$ cat src/rtl/pong_tx_scheduler.sv
// pong_tx_scheduler
//   Round-robin arbiter and packet framer for the pong link UART transmit
//   path. Game-state producers each offer a 16-bit word. One word is granted
//   at a time and sent to the UART TX FIFO as a 4-byte packet:
//      {4'hA, 2'b00, id}, word[15:8], word[7:0], and the XOR of those three bytes.
//
// Ports
//   clk          system clock
//   rst_n        asynchronous active-low reset
//   en           allows new grants (a frame already started always completes)
//   req_valid    per-requester word valid
//   req_data     requester i's word at [16*i+15:16*i]
//   req_ready    one-hot acceptance pulse (accepted on req_valid & req_ready)
//   tx_full      UART TX FIFO full
//   tx_wr        FIFO write strobe
//   tx_data      byte being written
//   busy         high while a frame is being sent
//   frame_done   one-cycle pulse in the cycle after the last byte is written
module pong_tx_scheduler #(
   parameter int N_REQ = 3
) (
   input  logic                clk,
   input  logic                rst_n,
   input  logic                en,
   input  logic [N_REQ-1:0]    req_valid,
   input  logic [N_REQ*16-1:0] req_data,
   output logic [N_REQ-1:0]    req_ready,
   input  logic                tx_full,
   output logic                tx_wr,
   output logic [7:0]          tx_data,
   output logic                busy,
   output logic                frame_done
);

   typedef enum logic [2:0] {
      IDLE = 3'd0,
      HDR  = 3'd1,
      HI   = 3'd2,
      LO   = 3'd3,
      CHK  = 3'd4
   } state_t;

   localparam logic [1:0] LAST_ID = 2'(N_REQ - 1);

   state_t        state_reg;
   state_t        state_next;
   logic [1:0]    rr_ptr_reg;
   logic [1:0]    id_reg;
   logic [15:0]   word_reg;
   logic          frame_done_reg;

   logic          grant_found;
   logic [1:0]    grant_id;
   logic [15:0]   grant_word;
   logic          grant_en;
   logic [7:0]    hdr_byte;
   logic [7:0]    chk_byte;

   // Round-robin search starting at rr_ptr. Shifts are used instead of
   // variable part-selects so the index width never depends on N_REQ.
   always_comb begin
      logic [N_REQ-1:0]    valid_sh;
      logic [N_REQ*16-1:0] data_sh;
      int                  idx;
      grant_found = 1'b0;
      grant_id    = 2'd0;
      grant_word  = 16'h0000;
      valid_sh    = '0;
      data_sh     = '0;
      idx         = 0;
      for (int k = 0; k < N_REQ; k++) begin
         idx = int'(rr_ptr_reg) + k;
         if (idx >= N_REQ) begin
            idx = idx - N_REQ;
         end
         valid_sh = req_valid >> idx;
         data_sh  = req_data >> (16 * idx);
         if (!grant_found && valid_sh[0]) begin
            grant_found = 1'b1;
            grant_id    = 2'(idx);
            grant_word  = data_sh[15:0];
         end
      end
   end

   // The grant is taken in the IDLE cycle itself; the id and word are
   // captured on the clock edge that closes that cycle. Gating with rst_n
   // keeps req_ready low for the whole time reset is held.
   assign grant_en = (state_reg == IDLE) && en && grant_found && rst_n;

   generate
      for (genvar gi = 0; gi < N_REQ; gi++) begin : g_ready
         assign req_ready[gi] = grant_en && (grant_id == 2'(gi));
      end
   endgenerate

   assign hdr_byte = {4'hA, 2'b00, id_reg};
   assign chk_byte = hdr_byte ^ word_reg[15:8] ^ word_reg[7:0];

   // Next state and byte outputs. A send state advances only when its byte
   // is actually written, so every full cycle adds exactly one cycle.
   always_comb begin
      state_next = state_reg;
      tx_wr      = 1'b0;
      tx_data    = 8'h00;
      busy       = 1'b0;
      case (state_reg)
         IDLE: begin
            if (grant_en) begin
               state_next = HDR;
            end
         end
         HDR: begin
            busy    = 1'b1;
            tx_data = hdr_byte;
            tx_wr   = !tx_full;
            if (!tx_full) begin
               state_next = HI;
            end
         end
         HI: begin
            busy    = 1'b1;
            tx_data = word_reg[15:8];
            tx_wr   = !tx_full;
            if (!tx_full) begin
               state_next = LO;
            end
         end
         LO: begin
            busy    = 1'b1;
            tx_data = word_reg[7:0];
            tx_wr   = !tx_full;
            if (!tx_full) begin
               state_next = CHK;
            end
         end
         CHK: begin
            busy    = 1'b1;
            tx_data = chk_byte;
            tx_wr   = !tx_full;
            if (!tx_full) begin
               state_next = IDLE;
            end
         end
         default: begin
            state_next = IDLE;
         end
      endcase
   end

   always_ff @(posedge clk or negedge rst_n) begin
      if (!rst_n) begin
         state_reg      <= IDLE;
         rr_ptr_reg     <= 2'd0;
         id_reg         <= 2'd0;
         word_reg       <= 16'h0000;
         frame_done_reg <= 1'b0;
      end else begin
         state_reg      <= state_next;
         frame_done_reg <= (state_reg == CHK) && tx_wr;
         if (grant_en) begin
            id_reg     <= grant_id;
            word_reg   <= grant_word;
            // With a single requester LAST_ID is 0, so the pointer stays 0.
            rr_ptr_reg <= (grant_id == LAST_ID) ? 2'd0 : grant_id + 2'd1;
         end
      end
   end

   assign frame_done = frame_done_reg;

endmodule
$ cat config.mk
export PLATFORM = sky130hd
export DESIGN_NAME = pong_tx_scheduler
export DESIGN_NICKNAME = d
export VERILOG_FILES = /design/src/rtl/pong_tx_scheduler.sv
export SDC_FILE = /design/constraint.sdc
export NUM_CORES = 1
export LEC_CHECK = 0
export ABC_AREA = 1
export CORE_MARGIN = 2
export CORE_UTILIZATION = 51
export DETAILED_ROUTE_END_ITERATION = 12
export PLACE_DENSITY = 0.78
export SYNTH_ARGS = -nofsm -noshare
export SYNTH_HDL_FRONTEND = slang
export SYNTH_SLANG_ARGS = --single-unit
$ cat constraint.sdc
create_clock -name clk -period 2.15 [get_ports clk]
set_input_delay 0.215 -clock clk [delete_from_list [all_inputs] [get_ports clk]]
set_output_delay 0.215 -clock clk [all_outputs]
set_load 0.1 [all_outputs]
# --- Word level (Yosys, flattened, before mapping) ---
# Cells that the tools add are included.
word_totals:
  ff_bits: 24
  latchBits: 0
  mem_bits_rw: 0
  mem_bits_ro: 0
  in_bits: 55
  output_inout_bits: 14
  memories: 0
classes:
  add_sub_neg: 6
  multipliers: 0
  div: 0
  magnitude_cmp: 3
  n_eq_ne: 11
  n_shift: 6
  mux: 22
  bitwise_logic: 2
  reduce_logical: 16
op_table:
  columns: ["operator", "n"]
  rows:
  - ["$shr A48 B32 Y16", 3]
  - ["$mux W32", 3]
  - ["$shr A3 B32 Y1", 3]
  - ["$mux W16", 3]
  - ["$pmux W8 S4", 1]
  - ["$xor A8 B8 Y8", 2]
  - ["$mux W3", 5]
  - ["$pmux W3 S5", 1]
  - ["$ne A2 B2 Y1 const B", 5]
  - ["$logic_and A1 B1 Y1", 9]
  - ["$mux W2", 4]
  - ["$sub A3 B2 Y4 const B", 2]
  - ["$eq A3 B2 Y1 const B", 2]
  - ["$ge A3 B2 Y1 const B", 2]
  - ["$mux W1", 5]
  - ["$reduce_and A5 Y1", 1]
  - ["$reduce_or A4 Y1", 1]
  - ["$add A2 B1 Y3 const B", 1]
  - ["$add A2 B2 Y3 const B", 1]
  - ["$eq A3 B1 Y1 const B", 1]
  - ["$eq A3 B3 Y1 const B", 1]
  - ["$logic_not A1 Y1", 3]
  - ["$logic_not A3 Y1", 1]
  - ["$sub A2 B2 Y3 const B", 1]
  - ["5 further kinds", 5]

# --- Depth between registers and ports, before layout ---
# Gate-level depths: netlist (run 1).
logic_depth:
  ltp_word: 14
  depth_mapped: 14

# --- Worst setup path after synthesis (run 1) ---
# No wires, ideal clock.
synth_timing:
  path_type: "reg2out"
  from: "register state_reg[0]"
  to: "output port tx_data[7]"
  arrival_ns: 4.342
  required_time_ns: 1.935
  path_slack_ns: -2.407
  path_stages_with_launch: 5
  n_path_buf: 1
  path_cell_list: "dfrtp_1 -> nor2_1 -> nand2_1 -> clkbuf_1 -> o311ai_0"
synth_via:
  elab_chain_len: 2
  elab_cells_between_ends: 5
  classes_between: "eq/ne: 4; mux: 1"
synth_lines:
  columns: ["element", "line_no", "source"]
  rows:
  - ["start, declared", "45", "state_t state_reg;"]
  - ["start signal, assigned", "159", "state_reg <= state_next;"]
  - ["$eq A3 B3 Y1 (tied with other cells)", "107", "case (state_reg)"]
  - ["$pmux W8 S4 (*)", "107", null]
  - ["end, declared", "30", "output logic [7:0] tx_data,"]
# Every way passes the cells marked *; elsewhere a longest branch is shown, timed or not.

# --- Worst setup path after layout (run 1) ---
layout_timing:
  from: "register rr_ptr_reg[1]"
  to: "output port req_ready[0]"
layout_via:
  elab_chain_len: 13
  elab_cells_between_ends: 28
  classes_between: "add/sub: 5; order compare: 3; shift: 3; mux: 9; reduce/logical: 8"
layout_lines:
  columns: ["element", "line_no", "source"]
  rows:
  - ["start, declared", "47", "logic [1:0] rr_ptr_reg;"]
  - ["start signal, assigned", "165", "rr_ptr_reg <= (grant_id == LAST_ID) ? 2'd0 : grant_id + 2'd1;"]
  - ["parallel branches: the longest is 12 deep, another holds $sub A3 B2 Y4", null, null]
  - ["$logic_and A1 B1 Y1 (*)", "93", "assign req_ready[gi] = grant_en && (grant_id == 2'(gi));"]
  - ["end, declared", "27", "output logic [N_REQ-1:0] req_ready,"]
# Mark *: on every way between the ends.

==> impl_metrics.ini, run 1 <==
[pwr]
clkPwrFrac_pct = 3.8
p_total_mw = 8.32
leakage_nw = 2.16
switching_share_pct = 55.6
seq_power_share_pct = 9.8
ir_worst_vdd_v = 0.00179
p_comb_share_pct = 86.4
p_sw_mw = 4.63
internal_power_mw = 3.69
pwr_density_cell_nw_per_um2 = 1810

[synthesis]
synthTopCellsByArea = dfrtp_1 (20%), nand2_1 (17%), o21ai_0 (13%), nor2_1 (5.7%), a21oi_1 (5.4%)
synth_seq_area_share_pct = 20.4
synth_cell_types = 39
synth_area_um2 = 2940
synth-seq-cells = 24
yosys.area.top_type_share_pct = 20.4
synth-edff-count = 0
async_reset_ff_share_pct = 100
avgSynthCellArea_um2 = 5.94
synth_ff_type = dfrtp_1
syn_nets = 555
synth_top_area_cell = dfrtp_1
synthCells = 495
ys.warnings.count = 0

[global_routing]
grt_max_degree = 39
grt_usage_pct = 31.7
antenna_found_initial = 0
grt-ovfl-total = 0
first_global_vias = 3332
grt_pass1_wl_um = 16100

[routing]
drc_errors = 0
wire_per_inst_um = 16.8
ant_nets = 0
initialDrtViolationCount = 426
wirelength_um = 11300
drt-pass1-iter-count = 6
vias = 3964
drt-vias-per-instance = 5.91

[worst_setup_path]
reg2regPathDepth = 16
r2r_start = rr_ptr_reg[1]
rr_endpoint = word_reg[14]
worstPathRequired_ps = 1930
critPathKind = register to output port
path_max_fanout = 6
ff2ff_setup_slack_ps = -40
critPathLaunchType = register
crit_start = rr_ptr_reg[1]
crit_arrival_ps = 2300
end_kind = output port

[timing]
worstMarginPinSlew_ps = 607
hold_violations = 0
setup_slack_ps = -361
post-route-min-period_ps = 2510
finalClockSkew_ps = 3.57
slew_violations = 0
finalSetupViolations = 17
max-slew-margin-rel_pct = 59.2
tns_ps = -1250
max_freq_mhz = 398
post-route-period-util_pct = 117
grt_setup_unrepaired = yes

[floorplanning]
num_rows = 27
fp.dieH_um = 79.9
fp.coreArea_um2 = 5540
die_x_um = 79.9
die_area_um2 = 6390
start_util_pct = 53.0
io_pins = 69

[clock_network]
cts_made_buffers = 3
cts.clk_slew.worst_paths_ps = 90
cts_tree = done
cts-hold-fix-buffers = 0
clock_latency_ps = 270
cts_buffer_depth = 2
cts-htree-levels = 1
clockRootBuffer = clkbuf_8
clkSinkCount = 24

[final_layout]
final_cells = 671
largest_reg_flops = 16
drive_above_1_share_pct = 28.5
n_fill_cell = 367
syn2layout_area_growth_pct = 56.4
diodes = 0
fin_nets = 660
finish.instance_area_um2 = 4600

[placed_design]
gp_congestion = 0.953
place_hpwl_um = 7310
dp_cells = 643
port_buffers = 68
preCtsSetupSlack_ps = -82.4
place_area_um2 = 4000

[run_status]
outcome = complete, but fails checks
failed_checks = setup timing

[min_path]
hp-class = primary input to asynchronous set/reset pin

[flow_run]
drv_cap = 0
-- power by group through the flow --
stage / registers [mW] / clock network, mW / logic, mW
global placement: 0.808 / 0 / 5.52
floorplan: 0.781 / 0 / 3.95
finish: 0.818 / 0.312 / 7.19
CTS: 0.803 / 0.318 / 5.93
detailed placement: 0.817 / 0 / 5.62
global route: 0.842 / 0.329 / 7.63
-- what timing repair did --
| action | CTS | global route |
|---|---|---|
| hold endpoints to repair | 0 | 0 |
| endpoints found under the setup margin | 8 | 30 |
| cloned | 0 | 2 |
| resized for setup | 18 | 65 |
| pin swaps | 13 | 38 |
| buffers inserted | 10 | 13 |
-- synth_stat cells (2+ instances only) --
library cell / number
inv_1: 40
o22ai_1: 13
nand4_1: 2
dfrtp_1: 24
o21ai_1: 13
nand2_2: 8
o2111ai_1: 2
buf_4: 2
or2_1: 3
nand3_1: 25
a211oi_1: 2
xnor2_1: 2
ha_1: 5
inv_4: 2
clkbuf_1: 11
nor3_1: 3
nor2_1: 45
a22o_1: 7
nand2_1: 135
buf_6: 7
buf_2: 8
xor2_1: 2
nand2_4: 4
inv_2: 5
nand3_2: 3
o21ai_0: 78
a21oi_1: 32
-- how the worst max path moves through the flow --
stage              endpoint  slack [ps]  cells past startpoint
3_5_place_dp   req_ready[0]         -80                     12
5_1_grt        req_ready[0]        -430                     12
6_report       req_ready[0]        -360                     12
2_1_floorplan    tx_data[0]        -490                      4
4_1_cts        req_ready[0]        -250                     13
3_3_place_gp   req_ready[0]          30                     12
-- per-stage QoR --
stage               util, %  hold slack [ps]
floorplan                 -            -80.6
global placement       72.3              489
detailed placement     72.3              493
CTS                    75.9              349
global route           83.0              372
finish                 83.0              343
-- worst max-delay path, stage by stage, from the launching register on --
cell        delay, ps
dfrtp_1           430
inv_2             130
ha_4              210
inv_2              70
nand2_1            70
nand2_2            80
a21oi_4           220
nand4_1           160
nand2_1           170
nor2_4             80
nand3_2           100
clkinvlp_4        110
buf_12            170
-- layout make-up --
| cell class | count | area [um2] | area share, % |
|---|---|---|---|
| Inverter | 47 | 193 | 4.19 |
| Timing Repair Buffer | 129 | 1400 | 30.5 |
| Multi-Input combinational cell | 395 | 2260 | 49.1 |
| Tap cell | 72 | 90.1 | 1.96 |
| Sequential cell | 24 | 602 | 13.1 |
| Clock buffer | 4 | 55.1 | 1.20 |
-- routing by layer --
| layer | share of wire [%] | global-route usage (%) | routed length [um] |
|---|---|---|---|
| met5 | 0 | 0 | 0 |
| met4 | 4.0 | 11.0 | 456 |
| met2 | 49 | 54.3 | 5490 |
| met3 | 8.7 | 2.83 | 979 |
| met1 | 39 | 41.7 | 4370 |
-- cell usage in the layout, fill, tap and decap left out, types with 9 or more instances in the layout --
| cell type | synthesis | layout |
|---|---|---|
| o21ai_1 | 13 | 10 |
| nor2_1 | 45 | 38 |
| o22ai_1 | 13 | 13 |
| nand3_2 | 3 | 21 |
| a21oi_1 | 32 | 31 |
| nand2_1 | 135 | 115 |
| buf_6 | 7 | 9 |
| inv_1 | 40 | 36 |
| dfrtp_1 | 24 | 23 |
| o21ai_0 | 78 | 76 |
| buf_4 | 2 | 45 |
| buf_12 | 0 | 17 |
| nand2_2 | 8 | 26 |
| clkdlybuf4s50_1 | 0 | 54 |
-- cell families after synthesis --
family                     share of synthesized area [%]
AOI/OAI and AO/OA                                   28.5
xor gates and xnor gates                            1.19
adders and majority gates                           2.13
buffers and inverters                               12.3
DFF                                                 20.4
and+or+nand+nor                                     35.4
Note: power is estimated with default switching activity, not from simulation.
==> run 2, diff against run 1 <==
--- a/config.mk
+++ b/config.mk
@@ -6,6 +6,7 @@
 export NUM_CORES = 1
 export LEC_CHECK = 0
 export ABC_AREA = 1
+export CAP_MARGIN = 20
 export CORE_MARGIN = 2
 export CORE_UTILIZATION = 51
 export DETAILED_ROUTE_END_ITERATION = 12
==> results of run 2 <==
Same layout as run 1: the final DEF is identical, and so are final timing and power.
